`config.mk`:
```
export PLATFORM = sky130hd
export DESIGN_NAME = pipelined_barrel_shifter_flat
export DESIGN_NICKNAME = d
export VERILOG_FILES = /design/src/rtl/shifter_pkg.sv /design/src/rtl/pipelined_barrel_shifter_if.sv /design/src/rtl/barrel_shift_stage.sv /design/src/rtl/pipelined_barrel_shifter.sv /design/src/flat_wrapper.sv
export SDC_FILE = /design/constraint.sdc
export NUM_CORES = 1
export LEC_CHECK = 0
export ABC_AREA = 1
export ABC_CLOCK_PERIOD_IN_PS = 1400
export CORE_UTILIZATION = 25
export CTS_CLUSTER_DIAMETER = 100
export CTS_CLUSTER_SIZE = 14
export DETAILED_ROUTE_END_ITERATION = 8
export MAX_ROUTING_LAYER = met4
export SYNTH_ARGS = -nofsm -noshare
export SYNTH_HDL_FRONTEND = slang
export SYNTH_SLANG_ARGS = --single-unit
```
`constraint.sdc`:
```
create_clock -name clk -period 1.4 [get_ports clk]
set_clock_uncertainty 0.1 [all_clocks]
set_input_delay 0.28 -clock clk [delete_from_list [all_inputs] [get_ports clk]]
set_output_delay 0.28 -clock clk [all_outputs]
set_load 0.005 [all_outputs]
```
`src/rtl/shifter_pkg.sv`:
```
// ---------------------------------------------------------------------------
// shifter_pkg
// Shared types and constants for the pipelined barrel shifter used in the
// floating-point adder datapath (alignment and normalisation shifts).
//
// Contents:
//   shift_mode_e  - shift operation encoding carried down the pipe
//   FP_MANT_W     - mantissa width used by the FP adder (default WIDTH)
//   FP_SHAMT_W    - shift-amount width used by the FP adder (default SHAMT_W)
//   stage_dist()  - shift distance handled by pipeline stage i (2^i)
// ---------------------------------------------------------------------------
package shifter_pkg;

  typedef enum logic [1:0] {
    SHIFT_SLL = 2'b00,  // logical left, zero fill from LSB
    SHIFT_SRL = 2'b01,  // logical right, zero fill from MSB
    SHIFT_SRA = 2'b10,  // arithmetic right, sign fill from MSB
    SHIFT_ROR = 2'b11   // rotate right
  } shift_mode_e;

  localparam int FP_MANT_W  = 11;
  localparam int FP_SHAMT_W = 5;

  // Stage i resolves shift-amount bit i, i.e. a shift of 2^i positions.
  function automatic int stage_dist(input int stage_idx);
    return 1 << stage_idx;
  endfunction

endpackage

```
`src/rtl/pipelined_barrel_shifter_if.sv`:
```
// ---------------------------------------------------------------------------
// pipelined_barrel_shifter_if
// Input-beat and output-result channels of the pipelined barrel shifter.
//
// Handshake (both channels): a transfer happens on a rising clock edge where
// valid && ready are both 1. The producer holds valid and payload stable
// until the transfer; ready may depend combinationally on the downstream
// ready (in_ready follows out_ready through the stage chain).
//
// Signals:
//   in_valid / in_ready            input beat handshake
//   in_data [WIDTH]                operand
//   in_shamt[SHAMT_W]              unsigned shift amount
//   in_mode [2]                    00 SLL, 01 SRL, 10 SRA, 11 ROR
//   out_valid / out_ready          result handshake
//   out_data [WIDTH]               shifted result
//   out_sticky                     OR of bits discarded by a right shift
//
// Modports:
//   master - the side that issues beats and consumes results (environment)
//   slave  - the shifter itself
// ---------------------------------------------------------------------------
interface pipelined_barrel_shifter_if #(
  parameter int WIDTH   = 11,
  parameter int SHAMT_W = 5
);

  logic               in_valid;
  logic               in_ready;
  logic [WIDTH-1:0]   in_data;
  logic [SHAMT_W-1:0] in_shamt;
  logic [1:0]         in_mode;
  logic               out_valid;
  logic               out_ready;
  logic [WIDTH-1:0]   out_data;
  logic               out_sticky;

  modport master (
    output in_valid, in_data, in_shamt, in_mode, out_ready,
    input  in_ready, out_valid, out_data, out_sticky
  );

  modport slave (
    input  in_valid, in_data, in_shamt, in_mode, out_ready,
    output in_ready, out_valid, out_data, out_sticky
  );

endinterface

```
`src/rtl/barrel_shift_stage.sv`:
```
// ---------------------------------------------------------------------------
// barrel_shift_stage
// One level of the log-stage barrel shifter: conditionally shifts the
// incoming operand by a fixed distance DIST, accumulates the sticky bit,
// and registers the result together with the carried shamt/mode/valid.
//
// Parameters:
//   WIDTH   - data width
//   DIST    - fixed shift distance of this level (2^SEL_BIT)
//   SHAMT_W - width of the carried shift amount
//   SEL_BIT - shift-amount bit that enables this level
//
// Ports:
//   clk, rst_n          clock, asynchronous active-low reset
//   up_*_i              beat offered by the previous level (or the input)
//   down_adv_i          next level (or the consumer) can take our beat
//   advance_o           this level loads this cycle; ready for the upstream
//   valid_o, data_o,
//   shamt_o, mode_o,
//   sticky_o            registered beat presented to the next level
//
// Configuration macro: STICKY_EN. When undefined, no sticky register is
// built and sticky_o is tied to 0.
// ---------------------------------------------------------------------------
module barrel_shift_stage
  import shifter_pkg::*;
#(
  parameter int WIDTH   = 11,
  parameter int DIST    = 1,
  parameter int SHAMT_W = 5,
  parameter int SEL_BIT = 0
) (
  input  logic               clk,
  input  logic               rst_n,
  input  logic               up_valid_i,
  input  logic [WIDTH-1:0]   up_data_i,
  input  logic [SHAMT_W-1:0] up_shamt_i,
  input  shift_mode_e        up_mode_i,
  input  logic               up_sticky_i,
  input  logic               down_adv_i,
  output logic               advance_o,
  output logic               valid_o,
  output logic [WIDTH-1:0]   data_o,
  output logic [SHAMT_W-1:0] shamt_o,
  output shift_mode_e        mode_o,
  output logic               sticky_o
);

  // A level whose distance is at least WIDTH rotates by DIST mod WIDTH and
  // discards every bit on a right shift; both fall out of these constants.
  localparam int ROT  = DIST % WIDTH;
  localparam int LOST = (DIST < WIDTH) ? DIST : WIDTH;
  localparam logic [WIDTH-1:0] ONES      = '1;
  localparam logic [WIDTH-1:0] LOST_MASK = ~(ONES << LOST);

  logic               valid_q, valid_d;
  logic [WIDTH-1:0]   data_q,  data_d;
  logic [SHAMT_W-1:0] shamt_q, shamt_d;
  shift_mode_e        mode_q,  mode_d;

  logic [WIDTH-1:0]   shifted;
  logic               lost_any;
  logic               load;

  // Combinational shift for this level.
  always_comb begin
    shifted  = up_data_i;
    lost_any = 1'b0;
    if (up_shamt_i[SEL_BIT]) begin
      case (up_mode_i)
        SHIFT_SLL: shifted = up_data_i << DIST;
        SHIFT_SRL: begin
          shifted  = up_data_i >> DIST;
          lost_any = |(up_data_i & LOST_MASK);
        end
        SHIFT_SRA: begin
          // MSB is still the original sign bit: earlier SRA levels refill it.
          shifted  = $unsigned($signed(up_data_i) >>> DIST);
          lost_any = |(up_data_i & LOST_MASK);
        end
        SHIFT_ROR: shifted = (up_data_i >> ROT) | (up_data_i << (WIDTH - ROT));
      endcase
    end
  end

  // An empty level always advances, which is what collapses bubbles.
  assign advance_o = !valid_q || down_adv_i;
  assign load      = advance_o && up_valid_i;

  always_comb begin
    valid_d = valid_q;
    data_d  = data_q;
    shamt_d = shamt_q;
    mode_d  = mode_q;
    if (advance_o) begin
      valid_d = up_valid_i;
    end
    if (load) begin
      data_d  = shifted;
      shamt_d = up_shamt_i;
      mode_d  = up_mode_i;
    end
  end

  always_ff @(posedge clk or negedge rst_n) begin
    if (!rst_n) begin
      valid_q <= 1'b0;
      data_q  <= '0;
      shamt_q <= '0;
      mode_q  <= SHIFT_SLL;
    end else begin
      valid_q <= valid_d;
      data_q  <= data_d;
      shamt_q <= shamt_d;
      mode_q  <= mode_d;
    end
  end

`ifdef STICKY_EN
  logic sticky_q, sticky_d;

  always_comb begin
    sticky_d = sticky_q;
    if (load) begin
      sticky_d = up_sticky_i | lost_any;
    end
  end

  always_ff @(posedge clk or negedge rst_n) begin
    if (!rst_n) begin
      sticky_q <= 1'b0;
    end else begin
      sticky_q <= sticky_d;
    end
  end

  assign sticky_o = sticky_q;
`else
  logic unused_sticky;
  assign unused_sticky = up_sticky_i ^ lost_any;
  assign sticky_o      = 1'b0;
`endif

  assign valid_o = valid_q;
  assign data_o  = data_q;
  assign shamt_o = shamt_q;
  assign mode_o  = mode_q;

endmodule

```
`src/rtl/pipelined_barrel_shifter.sv`:
```
// ---------------------------------------------------------------------------
// pipelined_barrel_shifter
// Parametrised log-stage barrel shifter with one register per shift-amount
// bit. Supports SLL, SRL, SRA (with sticky) and ROR. Each level shifts by
// 2^i when bit i of the carried shamt is set. Levels advance independently
// so empty slots collapse while the output is stalled; ordering is FIFO.
//
// Parameters:
//   WIDTH   - data width (>= 2), default FP_MANT_W
//   SHAMT_W - shift-amount width and number of pipeline levels
//
// Ports:
//   clk    rising-edge clock
//   rst_n  asynchronous active-low reset; clears every valid bit
//   bus    pipelined_barrel_shifter_if.slave (in_* beat, out_* result)
//
// Configuration macro: STICKY_EN. Defined builds the sticky chain; undefined
// ties out_sticky to 0 while keeping the port.
// ---------------------------------------------------------------------------
module pipelined_barrel_shifter
  import shifter_pkg::*;
#(
  parameter int WIDTH   = FP_MANT_W,
  parameter int SHAMT_W = FP_SHAMT_W
) (
  input  logic                           clk,
  input  logic                           rst_n,
  pipelined_barrel_shifter_if.slave      bus
);

  // Index i is the beat entering level i; index SHAMT_W is the output.
  logic               stg_valid  [0:SHAMT_W];
  logic [WIDTH-1:0]   stg_data   [0:SHAMT_W];
  logic [SHAMT_W-1:0] stg_shamt  [0:SHAMT_W];
  shift_mode_e        stg_mode   [0:SHAMT_W];
  logic               stg_sticky [0:SHAMT_W];
  // stg_adv[i]: level i loads this cycle. stg_adv[SHAMT_W] is the consumer.
  logic               stg_adv    [0:SHAMT_W];

  assign stg_valid[0]  = bus.in_valid;
  assign stg_data[0]   = bus.in_data;
  assign stg_shamt[0]  = bus.in_shamt;
  assign stg_mode[0]   = shift_mode_e'(bus.in_mode);
  assign stg_sticky[0] = 1'b0;

  assign stg_adv[SHAMT_W] = bus.out_ready;

  for (genvar i = 0; i < SHAMT_W; i++) begin : g_stage
    barrel_shift_stage #(
      .WIDTH   (WIDTH),
      .DIST    (stage_dist(i)),
      .SHAMT_W (SHAMT_W),
      .SEL_BIT (i)
    ) u_stage (
      .clk         (clk),
      .rst_n       (rst_n),
      .up_valid_i  (stg_valid[i]),
      .up_data_i   (stg_data[i]),
      .up_shamt_i  (stg_shamt[i]),
      .up_mode_i   (stg_mode[i]),
      .up_sticky_i (stg_sticky[i]),
      .down_adv_i  (stg_adv[i+1]),
      .advance_o   (stg_adv[i]),
      .valid_o     (stg_valid[i+1]),
      .data_o      (stg_data[i+1]),
      .shamt_o     (stg_shamt[i+1]),
      .mode_o      (stg_mode[i+1]),
      .sticky_o    (stg_sticky[i+1])
    );
  end

  // Level 0 loading is exactly "stage 0 can accept", so in_ready is a pure
  // combinational function of out_ready and the valid bits.
  assign bus.in_ready   = stg_adv[0];
  assign bus.out_valid  = stg_valid[SHAMT_W];
  assign bus.out_data   = stg_data[SHAMT_W];
  // Each level already drives 0 here when the sticky chain is not built.
  assign bus.out_sticky = stg_sticky[SHAMT_W];

  // Shamt and mode of the last level have no further consumer.
  logic unused_tail;
  assign unused_tail = ^{stg_shamt[SHAMT_W], stg_mode[SHAMT_W]};

endmodule
```
`src/flat_wrapper.sv`:
```
// flat-port wrapper written by rule: the top's interface ports become plain ports
module pipelined_barrel_shifter_flat import shifter_pkg::*;
#(
  parameter int WIDTH   = FP_MANT_W,
  parameter int SHAMT_W = FP_SHAMT_W
)
  (clk, rst_n, bus_in_valid, bus_in_data, bus_in_shamt, bus_in_mode, bus_out_ready, bus_in_ready, bus_out_valid, bus_out_data, bus_out_sticky);
  pipelined_barrel_shifter_if #(.WIDTH(WIDTH), .SHAMT_W(SHAMT_W)) bus_i ();
  input  logic clk;
  input  logic rst_n;
  input wire logic [$bits(bus_i.in_valid)-1:0] bus_in_valid;
  input wire logic [$bits(bus_i.in_data)-1:0] bus_in_data;
  input wire logic [$bits(bus_i.in_shamt)-1:0] bus_in_shamt;
  input wire logic [$bits(bus_i.in_mode)-1:0] bus_in_mode;
  input wire logic [$bits(bus_i.out_ready)-1:0] bus_out_ready;
  output wire logic [$bits(bus_i.in_ready)-1:0] bus_in_ready;
  output wire logic [$bits(bus_i.out_valid)-1:0] bus_out_valid;
  output wire logic [$bits(bus_i.out_data)-1:0] bus_out_data;
  output wire logic [$bits(bus_i.out_sticky)-1:0] bus_out_sticky;
  assign bus_i.in_valid = bus_in_valid;
  assign bus_i.in_data = bus_in_data;
  assign bus_i.in_shamt = bus_in_shamt;
  assign bus_i.in_mode = bus_in_mode;
  assign bus_i.out_ready = bus_out_ready;
  assign bus_in_ready = bus_i.in_ready;
  assign bus_out_valid = bus_i.out_valid;
  assign bus_out_data = bus_i.out_data;
  assign bus_out_sticky = bus_i.out_sticky;
  pipelined_barrel_shifter #(.WIDTH(WIDTH), .SHAMT_W(SHAMT_W)) u_core (.clk(clk), .rst_n(rst_n), .bus(bus_i));
endmodule
```
==> impl_summary.log <==
[metrics] status: finished with violations
[metrics] violations in the final reports: setup timing
[metrics] kind of start point of the critical path: flip-flop
[metrics] register area share after synthesis: 47.69%
[metrics] final count of hold timing violations: 0
[metrics] source-to-sink clock delay at the later pin of the worst-skew pair: 0.33 ns
[metrics] count of antenna diodes in the layout: 0
[metrics] number of storage elements in the synthesis netlist: 78
[metrics] combinational share of power: 42.1%
[metrics] total vias in the final route: 3872
[metrics] kind of critical path: reg -> out
[metrics] average size of a mapped cell: 7.218 um2
[metrics] number of DRC markers after the initial detailed-route iteration: 121
[metrics] number of violations of the max-capacitance limit: 0
[metrics] data arrival time at the worst-slack endpoint: 1.21 ns
[metrics] P_int: 6.519 mW
[metrics] worst-case clock buffer depth: 2
[metrics] Filler cells: 1691
[metrics] RD Place Congestion: 0.8241
[metrics] setup repair after global routing missed its margin: yes
[metrics] share of final-layout standard cells stronger than drive strength 1: 22.52%
[metrics] Yosys warning count: 0
[metrics] count of pins over their slew limit: 0
[metrics] Die Span Y: 130.0 um
[metrics] maximum achievable frequency: 629.7 MHz
[metrics] Pre-antenna DRT Iters: 4
[metrics] Overall Power: 10.24 mW
[metrics] layout-stage area growth over the synthesis result: 44.02%
[metrics] static leakage: 2.896 nW
[metrics] required time reported for the critical path endpoint: 1.02 ns
[metrics] uppermost signal routing layer after detailed routing: met4
[metrics] effective utilization at floorplan: 25.67%
[metrics] vias per std cell: 4.390
[metrics] I/O Pins: 36
[metrics] total congestion overflow: 0
[metrics] Setup-failing EPs final: 46
[metrics] final cell count without fillers: 882
[metrics] dominant cells by area after synthesis: sky130_fd_sc_hd__dfrtp_1 (48%), sky130_fd_sc_hd__nand2_1 (20%), sky130_fd_sc_hd__o21ai_0 (8.2%)
[metrics] number of antenna-violating nets in the routed design: 0
[metrics] distinct cell type count of the synthesized netlist: 22
[metrics] area of the placeable core: 15940 um2
[metrics] power density normalized to cell area: 1737 nW/um2
[metrics] post-route fraction of the period consumed by the critical path: 113.4%
[metrics] summed area of non-filler cells in the final layout: 5894 um2
[metrics] time the worst path needs with I/O delays and setup: 1.588 ns
[metrics] net switching fraction of the power: 36.31%
[metrics] vias in the first global route: 3622
[metrics] portion of total power attributed to the clock network: 23.3%
[metrics] number of clock buffers inserted by TritonCTS: 9
[metrics] cell type with the largest total area after synthesis: sky130_fd_sc_hd__dfrtp_1
[metrics] total placed instance area: 4941 um2
[metrics] worst hold margin: 0.2909 ns
[metrics] CTS tree: built
[metrics] placed instance count: 833
[metrics] Final Net Count: 683
[metrics] drt total wl: 10200 um
[metrics] root buf cell: sky130_fd_sc_hd__clkbuf_16
[metrics] overall die area: 16890 um2
[metrics] M1 WL: 4330 um
[metrics] Final Worst Setup Slack: -0.1882 ns
[metrics] Detail Placement HPWL: 6793 um
[metrics] part of the total power dissipated in sequential elements: 34.6%
[metrics] initial antenna violation count: 0
[metrics] maximum number of pins on one net before global-route repair: 28
[metrics] path category of the worst min-delay check: in -> async
[metrics] detailed-routed wire length on met3: 258 um
[metrics] net count after synthesis: 589
[metrics] area fraction of the dominant cell type after synthesis: 47.69%
[metrics] detailed route wirelength on metal2: 5378 um
[metrics] Port Buffer Count: 34
[metrics] overall global routing resource usage: 12.48%
[metrics] clock-pin transition on the worst setup and hold timing paths: 0.06 ns
[metrics] width of the die: 130.0 um
[metrics] Remaining DRCs: 0
[metrics] post-synthesis cell count: 567
[metrics] clock sink count: 78
[metrics] fraction of the core area covered by cells at the end of the flow: 36.97%
[metrics] H-tree depth: 3
[metrics] average wire per cell in the routed design: 11.56 um
[metrics] highest net fanout along the worst path: 2
[metrics] element type at the critical path end: output port
[metrics] wire length of the first global-routing pass: 16480 um
[metrics] site row count: 46
[metrics] Syn Std Cell Area: 4093 um2
[metrics] Max IR drop VDD: 0.6974 mV
[metrics] P_sw: 3.716 mW
==> through the flow <==
stage	worst slack (ns)	setup TNS, ns
CTS	-0.2589	-3.932
detailed placement	-0.5809	-22.25
global route	-0.2616	-8.692
global placement	-0.5895	-22.32
finish	-0.1882	-3.455
floorplan	0.05540	0
==> final timing paths <==
check                                                           from  cells past startpoint                                   end  slack (ns)
worst max-delay path               u_core.g_stage[4].u_stage.valid_o                      4                          bus_in_ready       -0.19
worst min-delay path                                           rst_n                      2   u_core.g_stage[4].u_stage.data_o[9]        0.29
worst max register to register     u_core.g_stage[4].u_stage.valid_o                      8   u_core.g_stage[2].u_stage.data_o[5]       -0.12
worst min register to register  u_core.g_stage[0].u_stage.shamt_o[3]                      2  u_core.g_stage[0].u_stage.shamt_o[3]        0.37
max in group asynchronous                                      rst_n                      3   u_core.g_stage[0].u_stage.mode_o[1]        0.45
min in group clk                                       bus_out_ready                      4     u_core.g_stage[2].u_stage.valid_o        0.33
==> cells by family (layout without fill, tap and decap cells) <==
logic type | Yosys count | count (layout) | share of synthesized area (%)
AO/OA/AOI/OAI | 102 | 102 | 13.48
buffers and inverters | 87 | 185 | 9.110
flip-flops | 78 | 78 | 47.69
other | 1 | 1 | 0.09163
AND/OR/NAND/NOR | 299 | 300 | 29.62
==> synth_stat cells <==
cell type                  instances
sky130_fd_sc_hd__buf_6             4
sky130_fd_sc_hd__a21oi_1          19
sky130_fd_sc_hd__o21ai_2           7
sky130_fd_sc_hd__dfrtp_1          78
sky130_fd_sc_hd__clkbuf_1          7
sky130_fd_sc_hd__o22ai_1           5
sky130_fd_sc_hd__o31ai_1           1
sky130_fd_sc_hd__nor2_1           25
sky130_fd_sc_hd__conb_1            1
sky130_fd_sc_hd__nand3_2           2
sky130_fd_sc_hd__nand2_1         218
sky130_fd_sc_hd__nand2_2           3
sky130_fd_sc_hd__nand3_1          50
sky130_fd_sc_hd__clkinv_1          2
sky130_fd_sc_hd__a21oi_2           1
sky130_fd_sc_hd__buf_2             7
sky130_fd_sc_hd__buf_1             1
sky130_fd_sc_hd__buf_4             2
sky130_fd_sc_hd__nor2_4            1
sky130_fd_sc_hd__inv_1            64
sky130_fd_sc_hd__a31oi_1           2
sky130_fd_sc_hd__o21ai_0          67
==> what timing repair did <==
| action | 4_1_cts | 5_1_grt |
|---|---|---|
| pin swaps | 5 | 23 |
| hold buffers | 1 | 0 |
| cloned | 0 | 11 |
| buffers inserted | 9 | 15 |
| endpoints found under the setup margin | 45 | 73 |
| gates resized for setup | 37 | 101 |
| endpoints found under the hold margin | 20 | 0 |
==> sequential cells by signal, summed over array words and instances, names as in the netlist <==
register and flops:
u_core.g_stage.u_stage.data_o 55, u_core.g_stage.u_stage.shamt_o 10, u_core.g_stage.u_stage.mode_o 8, u_core.g_stage.u_stage.valid_o 5
==> power groups by stage <==
stage	Combinational [mW]	Clock, mW	Sequential (mW)
floorplan	1.95	0	3.42
global placement	3.17	0	3.51
detailed placement	3.20	0	3.53
CTS	3.37	2.45	3.48
global route	4.84	2.54	3.65
finish	4.31	2.39	3.54
==> layer usage <==
layer,vias to the layer above,track usage (%)
met2,69,21.83
met3,24,2.460
met4,0,4.583
met5,-,-
li1,1993,-
met1,1786,14.08
==> worst max-delay path: stages (launching register included) <==
cell                      delay, ns
sky130_fd_sc_hd__dfrtp_1       0.38
sky130_fd_sc_hd__nand3_2       0.12
sky130_fd_sc_hd__nor2_4        0.14
sky130_fd_sc_hd__nand3_4       0.09
sky130_fd_sc_hd__buf_2         0.14
==> cell usage in the layout (no fill, tap or decap), drive strengths merged, types with 2 or more instances in the layout <==
cell type	count
nand2	222
dfrtp	78
o21ai	74
buf	65
inv	64
nand3	52
nor2	26
a21oi	20
clkdlybuf4s50	19
clkbuf	17
dlygate4sd2	9
o22ai	5
clkinvlp	4
clkdlybuf4s15	3
a31oi	2
clkinv	2
==> layout make-up <==
type                    count  area (um2)  share of cell area, %
inverters                  66       261.5                  4.436
clock buffers              12       256.5                  4.352
flip-flops and latches     78        1956                  33.18
well taps                 216       270.3                  4.585
multi-input cells         403        1999                  33.92
repair buffers            102        1090                  18.49
clock inverters             4       53.80                 0.9128
repair inverters            1       7.507                 0.1274
No activity file was read; power rests on OpenSTA's default activity.
